### config.mk
export PLATFORM = sky130hd
export DESIGN_NAME = instr_fetch_unit
export DESIGN_NICKNAME = d
export VERILOG_FILES = /design/src/rtl/salu_instr_pkg.sv /design/src/rtl/sync_fifo.sv /design/src/rtl/instr_fetch_unit.sv
export SDC_FILE = /design/constraint.sdc
export NUM_CORES = 1
export LEC_CHECK = 0
export ABC_AREA = 1
export BUFFER_PORTS_ARGS = -buffer_cell sky130_fd_sc_hd__buf_2
export CAP_MARGIN = 0
export CORE_ASPECT_RATIO = 2
export CORE_MARGIN = 2
export CORE_UTILIZATION = 45
export DETAILED_ROUTE_END_ITERATION = 16
export PLACE_DENSITY = 0.81
export SLEW_MARGIN = 20
export SYNTH_ARGS = -nofsm -noshare
export SYNTH_HDL_FRONTEND = slang
export SYNTH_SLANG_ARGS = --single-unit
### constraint.sdc
create_clock -name clk -period 3.1 [get_ports clk]
set_input_delay 0.62 -clock clk [delete_from_list [all_inputs] [get_ports clk]]
set_output_delay 0.62 -clock clk [all_outputs]
set_load 0.05 [all_outputs]
### src/rtl/salu_instr_pkg.sv
// Shared instruction-word constants and fetch address type for the SALU front end.
package salu_instr_pkg;

    localparam int unsigned INSTR_SIZE   = 32;
    localparam int unsigned INSTR_BYTES  = INSTR_SIZE / 8;
    localparam int unsigned FETCH_ADDR_W = 32;

    typedef logic [FETCH_ADDR_W-1:0] fetch_addr_t;
    typedef logic [INSTR_SIZE-1:0]   instr_word_t;

endpackage : salu_instr_pkg

### src/rtl/sync_fifo.sv
// Synchronous FIFO with flush, registered storage and same-cycle push/pop.
module sync_fifo #(
    parameter int unsigned WIDTH = 32,
    parameter int unsigned DEPTH = 4
) (
    input  logic                         clk,
    input  logic                         rst_n,
    input  logic                         flush,
    input  logic                         push,
    input  logic [WIDTH-1:0]             push_data,
    input  logic                         pop,
    output logic [WIDTH-1:0]             pop_data,
    output logic [$clog2(DEPTH):0]       count
);

    localparam int unsigned PTR_W = (DEPTH > 1) ? $clog2(DEPTH) : 1;
    localparam int unsigned CNT_W = $clog2(DEPTH) + 1;

    logic [WIDTH-1:0] mem [DEPTH];
    logic [PTR_W-1:0] wr_ptr_q, wr_ptr_d;
    logic [PTR_W-1:0] rd_ptr_q, rd_ptr_d;
    logic [CNT_W-1:0] count_q, count_d;
    logic             do_push;
    logic             do_pop;

    // Full pushes and empty pops are ignored so the pointers never cross.
    assign do_push  = push && !flush && (count_q != CNT_W'(DEPTH));
    assign do_pop   = pop  && !flush && (count_q != '0);
    assign pop_data = mem[rd_ptr_q];
    assign count    = count_q;

    // Next pointer and occupancy; flush empties the buffer in one cycle.
    always_comb begin
        wr_ptr_d = wr_ptr_q;
        rd_ptr_d = rd_ptr_q;
        count_d  = count_q;
        if (flush) begin
            wr_ptr_d = '0;
            rd_ptr_d = '0;
            count_d  = '0;
        end else begin
            if (do_push) wr_ptr_d = wr_ptr_q + PTR_W'(1);
            if (do_pop)  rd_ptr_d = rd_ptr_q + PTR_W'(1);
            case ({do_push, do_pop})
                2'b10:   count_d = count_q + CNT_W'(1);
                2'b01:   count_d = count_q - CNT_W'(1);
                default: count_d = count_q;
            endcase
        end
    end

    // Pointer and occupancy registers.
    always_ff @(posedge clk) begin
        if (!rst_n) begin
            wr_ptr_q <= '0;
            rd_ptr_q <= '0;
            count_q  <= '0;
        end else begin
            wr_ptr_q <= wr_ptr_d;
            rd_ptr_q <= rd_ptr_d;
            count_q  <= count_d;
        end
    end

    // Data storage; contents are don't-care until written.
    always_ff @(posedge clk) begin
        if (do_push) begin
            mem[wr_ptr_q] <= push_data;
        end
    end

endmodule : sync_fifo

### src/rtl/instr_fetch_unit.sv
// In-order instruction fetcher: PC, credit-limited icache requests, buffered
// instruction stream, and redirect with exact discard of stale responses.
module instr_fetch_unit
    import salu_instr_pkg::*;
#(
    parameter int unsigned            ADDR_WIDTH = 32,
    parameter int unsigned            FIFO_DEPTH = 4,
    parameter logic [ADDR_WIDTH-1:0]  RESET_PC   = ADDR_WIDTH'(32'h0000_0100)
) (
    input  logic                   clk,
    input  logic                   rst_n,
    input  logic                   enable,
    input  logic                   redirect_valid,
    input  logic [ADDR_WIDTH-1:0]  redirect_pc,
    output logic                   req_valid,
    input  logic                   req_ready,
    output logic [ADDR_WIDTH-1:0]  req_addr,
    input  logic                   resp_valid,
    output logic                   resp_ready,
    input  logic [INSTR_SIZE-1:0]  resp_data,
    output logic                   instr_valid,
    input  logic                   instr_ready,
    output logic [INSTR_SIZE-1:0]  instr_data
);

    localparam int unsigned CNT_W = $clog2(FIFO_DEPTH) + 1;
    localparam int unsigned SUM_W = CNT_W + 1;

    logic [ADDR_WIDTH-1:0] pc_q, pc_d;
    logic [CNT_W-1:0]      inflight_q, inflight_d;
    logic [CNT_W-1:0]      discard_q, discard_d;
    logic [CNT_W-1:0]      fifo_count;
    logic                  credit_ok;
    logic                  req_fire;
    logic                  resp_fire;
    logic                  fifo_push;
    logic                  fifo_pop;

    // Outstanding requests plus buffered words may never exceed the buffer size,
    // so every response has a slot waiting for it.
    assign credit_ok  = ({1'b0, inflight_q} + {1'b0, fifo_count}) < SUM_W'(FIFO_DEPTH);
    assign req_valid  = rst_n && enable && !redirect_valid && credit_ok;
    assign req_addr   = pc_q;
    assign req_fire   = req_valid && req_ready;
    assign resp_ready = 1'b1;
    assign resp_fire  = resp_valid;

    // Stale responses (discard pending, or arriving in a redirect cycle) never reach the buffer.
    assign fifo_push   = resp_fire && (discard_q == '0) && !redirect_valid;
    assign instr_valid = rst_n && (fifo_count != '0) && !redirect_valid;
    assign fifo_pop    = instr_valid && instr_ready;

    // Instruction buffer; a redirect flushes it.
    sync_fifo #(
        .WIDTH (INSTR_SIZE),
        .DEPTH (FIFO_DEPTH)
    ) u_fifo (
        .clk       (clk),
        .rst_n     (rst_n),
        .flush     (redirect_valid),
        .push      (fifo_push),
        .push_data (resp_data),
        .pop       (fifo_pop),
        .pop_data  (instr_data),
        .count     (fifo_count)
    );

    // Next PC, in-flight and discard counters.
    always_comb begin
        pc_d       = pc_q;
        inflight_d = inflight_q;
        discard_d  = discard_q;

        if (req_fire) begin
            pc_d = pc_q + ADDR_WIDTH'(INSTR_BYTES);
        end

        case ({req_fire, resp_fire})
            2'b10:   inflight_d = inflight_q + CNT_W'(1);
            2'b01:   inflight_d = inflight_q - CNT_W'(1);
            default: inflight_d = inflight_q;
        endcase

        // Everything still outstanding after this cycle predates the redirect;
        // inflight already includes requests whose discard was pending.
        if (redirect_valid) begin
            pc_d      = redirect_pc;
            discard_d = inflight_q - CNT_W'(resp_fire);
        end else if (resp_fire && (discard_q != '0)) begin
            discard_d = discard_q - CNT_W'(1);
        end
    end

    // Fetch state registers.
    always_ff @(posedge clk) begin
        if (!rst_n) begin
            pc_q       <= RESET_PC;
            inflight_q <= '0;
            discard_q  <= '0;
        end else begin
            pc_q       <= pc_d;
            inflight_q <= inflight_d;
            discard_q  <= discard_d;
        end
    end

endmodule : instr_fetch_unit

==> key figures, run 1 <==
Outcome
  • Outcome: finished clean

Logic synthesis
  • Ys async rst share: 0
  • Syn Inst Count: 798
  • Average size of a mapped cell: 9.71 sq um
  • Share of Yosys cell area claimed by the top area cell type: 0.496
  • Post-synth top area cell: edfxtp_1
  • Synth top area cells: edfxtp_1 50%, dfxtp_1 12%, nand2_1 7.1%
  • Mapped Area: 7750 sq um
  • Post-synth EDFFs: 128
  • Post-synth cell types: 39
  • Register area share after synthesis: 0.618
  • Post-synth top flop: edfxtp_1
  • Seq cells post-synth: 175
  • Yosys warning count: 0
  • Syn nets: 884

Timing
  • FMAX: 371 MHz
  • Actual slew at the worst max-slew pin: 613 ps
  • Setup violators final: 0
  • Fin. Hold Viols: 0
  • Max_slew headroom: 0.592
  • RSZ-0062 raised after global routing: false
  • Max Transition Viols Final: 0
  • Setup TNS: 0 ps
  • WHS: 415 ps
  • Clk_skew: 15.7 ps
  • Fin crit share: 0.869
  • Fin crit period: 2690 ps

Detailed routing
  • Post-Route M1 WL: 6930 microns
  • Met3 WL post-DR: 1220 microns
  • Final wirelength: 19,500 microns
  • Wire length on met2: 10,400 microns
  • Max Used Layer: met4
  • DRC: 0
  • Via count: 6,200
  • Initial DRC count: 254
  • Drt wl/cell: 16.9 microns
  • Vias per inst: 5.37
  • Remaining antenna violation count: 0
  • DRT Pass-1 Iters: 5

Clock tree
  • CTS sink cnt: 175
  • Clock slew at reported path FFs: 70 ps
  • Clk root buf: clkbuf_16
  • CTS tree: yes
  • CTS Buf Count: 17
  • Later-pin clock latency in the skew report: 420 ps
  • Clk buf depth: 2
  • Post-CTS setup repair buffer count: 0
  • Post-CTS Hold Fix Bufs: 0
  • Max H-tree Level: 4

Place
  • Placed Instances: 1,123
  • GPL Wtd Cong: 0.977
  • DP Wirelength: 13,500 microns
  • Port bufs: 136

Cells and area
  • Layout area overhead: 19.3%
  • Antenna diode count: 0
  • Final net count: 1,021
  • Share of layout cells above drive strength 1: 0.207
  • Most frequent cells in the layout: 147 x nand2_1, 139 x nor2_1, 136 x buf_2, 128 x edfxtp_1, 90 x o21ai_0
  • Commonest non-fill, non-tap cell in the layout: nand2_1
  • Cell Count, Final, Fillers Out: 1,155
  • Final Util: 0.548
  • FILL cells: 1,499

Worst setup path
  • WP data arrival: 2070 ps
  • WS Path Type: register to output pin
  • Crit-path cells: clkinvlp_4 -> buf_12 -> o21ai_0 -> o22ai_1 -> buf_2
  • Crit start category: register
  • R2R setup slack: 740 ps
  • Crit end category: output pin
  • Worst r2r src: u_fifo.count[1]
  • Crit-path slowest cell: clkinvlp_4
  • CP max stage delay: 410 ps
  • Worst Path Required: 2480 ps
  • RR Endpoint: inflight_q[2]
  • Max Fanout on Critical Path: 36
  • Worst reg-to-reg path cell count: 12

GRT
  • Total GRT Usage: 0.212
  • Number of global-route vias before repair: 6,119
  • Largest net degree at the start of global routing: 65
  • Initial antenna violation count: 0
  • First-pass GRT wire length: 30,600 microns
  • GRT Residual Overflow: 0

Flow run
  • Max-Cap Viols: 0

Hold path
  • Hold Crit Start: resp_data[5]
  • Hold Path End: u_fifo.mem[0][5]
  • Worst Hold Class: input pin to register
  • Worst hold stages: 1

Power and ir drop
  • Switching Fraction: 0.259
  • P_sw: 1.34 mW
  • PD cells: 562 nW/um^2
  • Proportion of power drawn by the clock network: 0.391
  • Leakage: 3.63 nW
  • Power Internal: 3.85 mW
  • Sequential share of power: 0.507
  • Comb pwr share: 0.103
  • Worst vdd ir: 0.371 mV

Floorplanning
  • Initial core utilization: 0.460
  • FP Rows: 67
  • Number of top-level pins: 138
  • DIE WIDTH: 96.8 microns
  • Die ar.: 18,300 sq um
  • Die height: 190 microns
  • Core Area: 16,800 sq um
==> synthesized netlist by cell type, drive strengths merged, types with 3 or more instances <==
| library cell | n |
|---|---|
| nand3 | 22 |
| a31oi | 3 |
| o21ai | 90 |
| nand4 | 5 |
| clkbuf | 22 |
| nand2 | 150 |
| o22ai | 32 |
| xor2 | 4 |
| buf | 10 |
| dfxtp | 47 |
| nor2 | 146 |
| ha | 13 |
| edfxtp | 128 |
| a21oi | 38 |
| o21bai | 3 |
| nand3b | 6 |
| nor3 | 3 |
| inv | 58 |
| o211ai | 4 |
| xnor2 | 4 |
==> worst max-delay path by stage <==
stage                   startpoint          endpoint  slack, ps
floorplan           redirect_valid  u_fifo.mem[0][0]          6
global placement    redirect_valid   u_fifo.count[2]        530
detailed placement  redirect_valid   u_fifo.count[2]        460
CTS                       register    instr_data[14]         90
global route              register    instr_data[14]        280
finish                    register    instr_data[14]        410
==> layer usage <==
metal / vias to the layer above / track usage
met5: - / 0
met4: 0 / 0.118
met3: 51 / 0.0397
met2: 285 / 0.399
met1: 2854 / 0.217
li1: 3010 / -
==> layout make-up <==
class,instances,area [sq um],area share
Clock inverter,13,129,0.0139
Inverter,59,228,0.0246
Tap cell,207,259,0.0280
Clock buffer,19,433,0.0469
Sequential cell,175,4790,0.518
Multi-Input combinational cell,532,2610,0.282
Timing Repair Buffer,150,798,0.0864
==> cell families after synthesis <==
| kind of cell | Yosys count | synth area share |
|---|---|---|
| adder cells (fa/ha/maj) | 15 | 0.0262 |
| other | 1 | 0.000484 |
| XOR/XNOR | 8 | 0.00904 |
| AO/OA/AOI/OAI | 174 | 0.122 |
| AND/OR/NAND/NOR | 334 | 0.178 |
| flip-flops | 175 | 0.618 |
| buffers and inverters | 91 | 0.0470 |
==> flip-flops by register name, indices dropped and copies added (netlist names), named ones only <==
register,flops
req_addr,32
discard_q,3
u_fifo.mem,128
inflight_q,3
u_fifo.rd_ptr_q,2
u_fifo.wr_ptr_q,2
u_fifo.count,3
==> worst max-delay path: cells and delay by family, from the launching register on <==
kind / cells / cell delay (ps)
buf+inv: 3 / 970
flops: 1 / 350
compound gates: 2 / 330
==> power by group through the flow <==
stage	Combinational [mW]	Clock, mW	Sequential (mW)
after global routing	0.577	2.18	2.64
after floorplan	0.272	0	2.76
after global placement	0.520	0	2.68
after detailed placement	0.533	0	2.68
after CTS	0.534	2.08	2.63
final	0.533	2.03	2.63
==> timing repair <==
item	in CTS	in global routing
endpoints found under the setup margin	0	7
endpoints found under the hold margin	0	0
resized for setup	0	1
==> metrics by stage <==
step	total power [mW]	setup WS, ps	area [sq um]
after CTS	5.25	92.4	9240
after global placement	3.20	534	8670
after floorplan	3.03	6.38	7750
after detailed placement	3.21	458	8670
final	5.19	405	9240
after global routing	5.39	282	9240
Note: power is estimated with default switching activity, not from simulation.
==> run 2: changes to the inputs <==
--- a/config.mk
+++ b/config.mk
@@ -8,11 +8,12 @@
 export ABC_AREA = 1
 export BUFFER_PORTS_ARGS = -buffer_cell sky130_fd_sc_hd__buf_2
 export CAP_MARGIN = 0
-export CORE_ASPECT_RATIO = 2
+export CORE_ASPECT_RATIO = 0.75
 export CORE_MARGIN = 2
 export CORE_UTILIZATION = 45
 export DETAILED_ROUTE_END_ITERATION = 16
 export PLACE_DENSITY = 0.81
+export SETUP_SLACK_MARGIN = 0.3
 export SLEW_MARGIN = 20
 export SYNTH_ARGS = -nofsm -noshare
 export SYNTH_HDL_FRONTEND = slang
==> run 2 against run 1 <==
Against the previous run:
- total power is essentially flat
- sequential power is essentially flat
- non-clock buffer count shrank 1
- sequential share of layout area shrank 0.30 points
- cell count grew 0.69%
- worst setup slack gained 150 ps
- clock power is essentially flat
- design area grew 0.58%
- register-to-register slack is essentially flat
- core utilization grew 0.40 points
==> key figures, run 2 (same netlist as run 1, synthesis figures left out) <==
Place
  • Placed Instances: 1,130 (+0.62%)
  • DP Wirelength: 11,400 microns (-16%)
  • Placed cell area: 8710 sq um (+0.43%)
  • Port bufs: 136 (unchanged)
  • GPL Wtd Cong: 0.939 (-3.9%)

Power and ir drop
  • Power Internal: 3.80 mW (-1.4%)
  • Sequential share of power: 0.507 (about the same)
  • PD cells: 559 nW/um^2 (-0.55%)
  • Switching Fraction: 0.269 (+0.0105)
  • P_sw: 1.40 mW (+4.1%)
  • Leakage: 3.64 nW (+0.33%)
  • Comb pwr share: 0.103 (about the same)
  • Proportion of power drawn by the clock network: 0.391 (about the same)
  • Worst vdd ir: 0.298 mV (-20%)

Detailed routing
  • Drt wl/cell: 15.2 microns (-10%)
  • Initial DRC count: 420 (+65%)
  • Final wirelength: 17,700 microns (-9.4%)
  • DRT Pass-1 Iters: 5 (unchanged)
  • Via count: 6,035 (-2.7%)
  • Remaining antenna violation count: 0 (unchanged)
  • DRC: 0 (unchanged)
  • Vias per inst: 5.19 (-3.3%)

Outcome
  • Outcome: finished clean

Cells and area
  • Share of layout cells above drive strength 1: 0.209 (+0.00233)
  • Commonest non-fill, non-tap cell in the layout: nand2_1
  • Layout area overhead: 20.0%
  • Most frequent cells in the layout: 147 x nand2_1, 138 x nor2_1, 136 x buf_2, 128 x edfxtp_1, 90 x o21ai_0
  • Max reg flops: 128 (unchanged)
  • Fin area: 9290 sq um (+0.58%)
  • Final net count: 1,020 (-0.098%)
  • Cell Count, Final, Fillers Out: 1,163 (+0.69%)
  • Largest Register: u_fifo.mem

Worst setup path
  • Worst reg-to-reg path cell count: 12 (unchanged)
  • RR Endpoint: inflight_q[2]
  • Crit-path cells: buf_4 -> o21ai_0 -> o22ai_1 -> buf_2
  • CP max stage delay: 430 ps (+20 ps)
  • Worst Path Required: 2480 ps (about the same)
  • Max Fanout on Critical Path: 32 (-11%)
  • WS Path Type: register to output pin
  • Worst r2r src: u_fifo.count[1]
  • Crit-path slowest cell: dfxtp_2
  • WP data arrival: 1930 ps (-140 ps)
  • Crit start category: register
  • R2R setup slack: 730 ps (about the same)
  • Crit end category: output pin
  • CP endpoint: instr_data[5]

Floorplanning
  • Initial core utilization: 0.460 (+0.000649)
  • DIE WIDTH: 155 microns (+61%)
  • Die height: 118 microns (-38%)
  • Core Area: 16,800 sq um (-0.14%)
  • FP Rows: 41 (-39%)
  • Number of top-level pins: 138 (unchanged)
  • Die ar.: 18,300 sq um (-0.29%)

Flow run
  • Max-Cap Viols: 0 (unchanged)

Hold path
  • Worst Hold Class: input pin to register

GRT
  • Initial antenna violation count: 2 (+2)
  • First-pass GRT wire length: 28,600 microns (-6.6%)
  • Total GRT Usage: 0.198 (-0.0138)
  • Number of global-route vias before repair: 5,637 (-7.9%)
  • GRT Residual Overflow: 0 (unchanged)
  • Largest net degree at the start of global routing: 65 (unchanged)

Timing
  • Setup violators final: 0 (unchanged)
  • FMAX: 393 MHz (+5.8%)
  • Fin crit share: 0.821 (-0.0479)
  • Clk_skew: 11.8 ps (-3.89 ps)
  • Setup TNS: 0 ps (unchanged)
  • Max_slew headroom: 0.589 (-0.00292)
  • RSZ-0062 raised after global routing: false
  • Fin crit period: 2550 ps (-149 ps)
  • Fin. Hold Viols: 0 (unchanged)
  • Max Transition Viols Final: 0 (unchanged)
  • Actual slew at the worst max-slew pin: 617 ps (+4.38 ps)

Clock tree
  • CTS tree: yes
  • CTS Buf Count: 17 (unchanged)
  • CTS sink cnt: 175 (unchanged)
  • Clock slew at reported path FFs: 70 ps (about the same)
  • Post-CTS Hold Fix Bufs: 0 (unchanged)
  • Clk buf depth: 2 (unchanged)
  • Clk root buf: clkbuf_16
  • Post-CTS setup repair buffer count: 0 (unchanged)
  • Max H-tree Level: 4 (unchanged)
  • Later-pin clock latency in the skew report: 430 ps (about the same)
-- run 2: cell count changes in the layout (fill, tap and decap cells not counted), sizes merged --
| cell | delta |
|---|---|
| buf | -1 |
| clkinv | +1 |
| inv | +2 |
| clkinvlp | -1 |
| bufinv | -1 |
| diode | +1 |
| clkbuf | -1 |
-- run 2: repair_timing --
action | in CTS | in global routing
hold endpoints to repair | 0 | 0
gates resized for setup | 0 | 1
setup endpoints to repair | 0 | 1
-- run 2: worst min-delay path by stage --
stage               depth (start not counted)                  to  slack [ps]          startpoint
finish                                      1   u_fifo.mem[2][18]         400       resp_data[18]
floorplan                                   2            register         440  u_fifo.rd_ptr_q[1]
global placement                            2  u_fifo.rd_ptr_q[1]         460  u_fifo.rd_ptr_q[1]
detailed placement                          1            register         460  u_fifo.rd_ptr_q[0]
global route                                1   u_fifo.mem[3][13]         380       resp_data[13]
CTS                                         1   u_fifo.mem[0][13]         380       resp_data[13]
-- run 2: per-layer routing --
layer,GRT usage,share of wire,vias up
met2,0.322,0.47,241
met5,0,0.00074,-
met3,0.0475,0.080,18
met4,0.0545,0.0086,2
met1,0.268,0.44,2773
li1,-,-,3001
-- run 2: worst max-delay path: cells and delay by family, from the launching register on --
| family | cells | cell delay [ps] |
|---|---|---|
| DFF | 1 | 430 |
| buffers and inverters | 2 | 650 |
| AOI/OAI and AO/OA | 2 | 420 |
-- run 2: final cells by class --
type	count	area (sq um)
fill	1478	7530
clock buffer	18	429
sequential	175	4790
timing repair buffer	149	803
multi-input combinational	532	2640
inverter	59	224
antenna	1	2.50
clock inverter	14	141
tap	215	269
-- run 2: stage by stage --
step	setup WS (ps)	total power, mW	utilization	hold slack, ps
global route	458	5.39	0.552	379
floorplan	6.38	3.03	-	436
detailed placement	521	3.21	0.518	461
global placement	567	3.20	0.518	462
CTS	526	5.23	0.552	380
finish	554	5.19	0.552	398
-- run 2: power groups by stage --
stage,combinational (mW),sequential [mW],clock (mW)
after floorplan,0.272,2.76,0
after global placement,0.517,2.68,0
after detailed placement,0.531,2.68,0
after CTS,0.535,2.63,2.07
after global routing,0.582,2.64,2.17
final,0.535,2.63,2.03
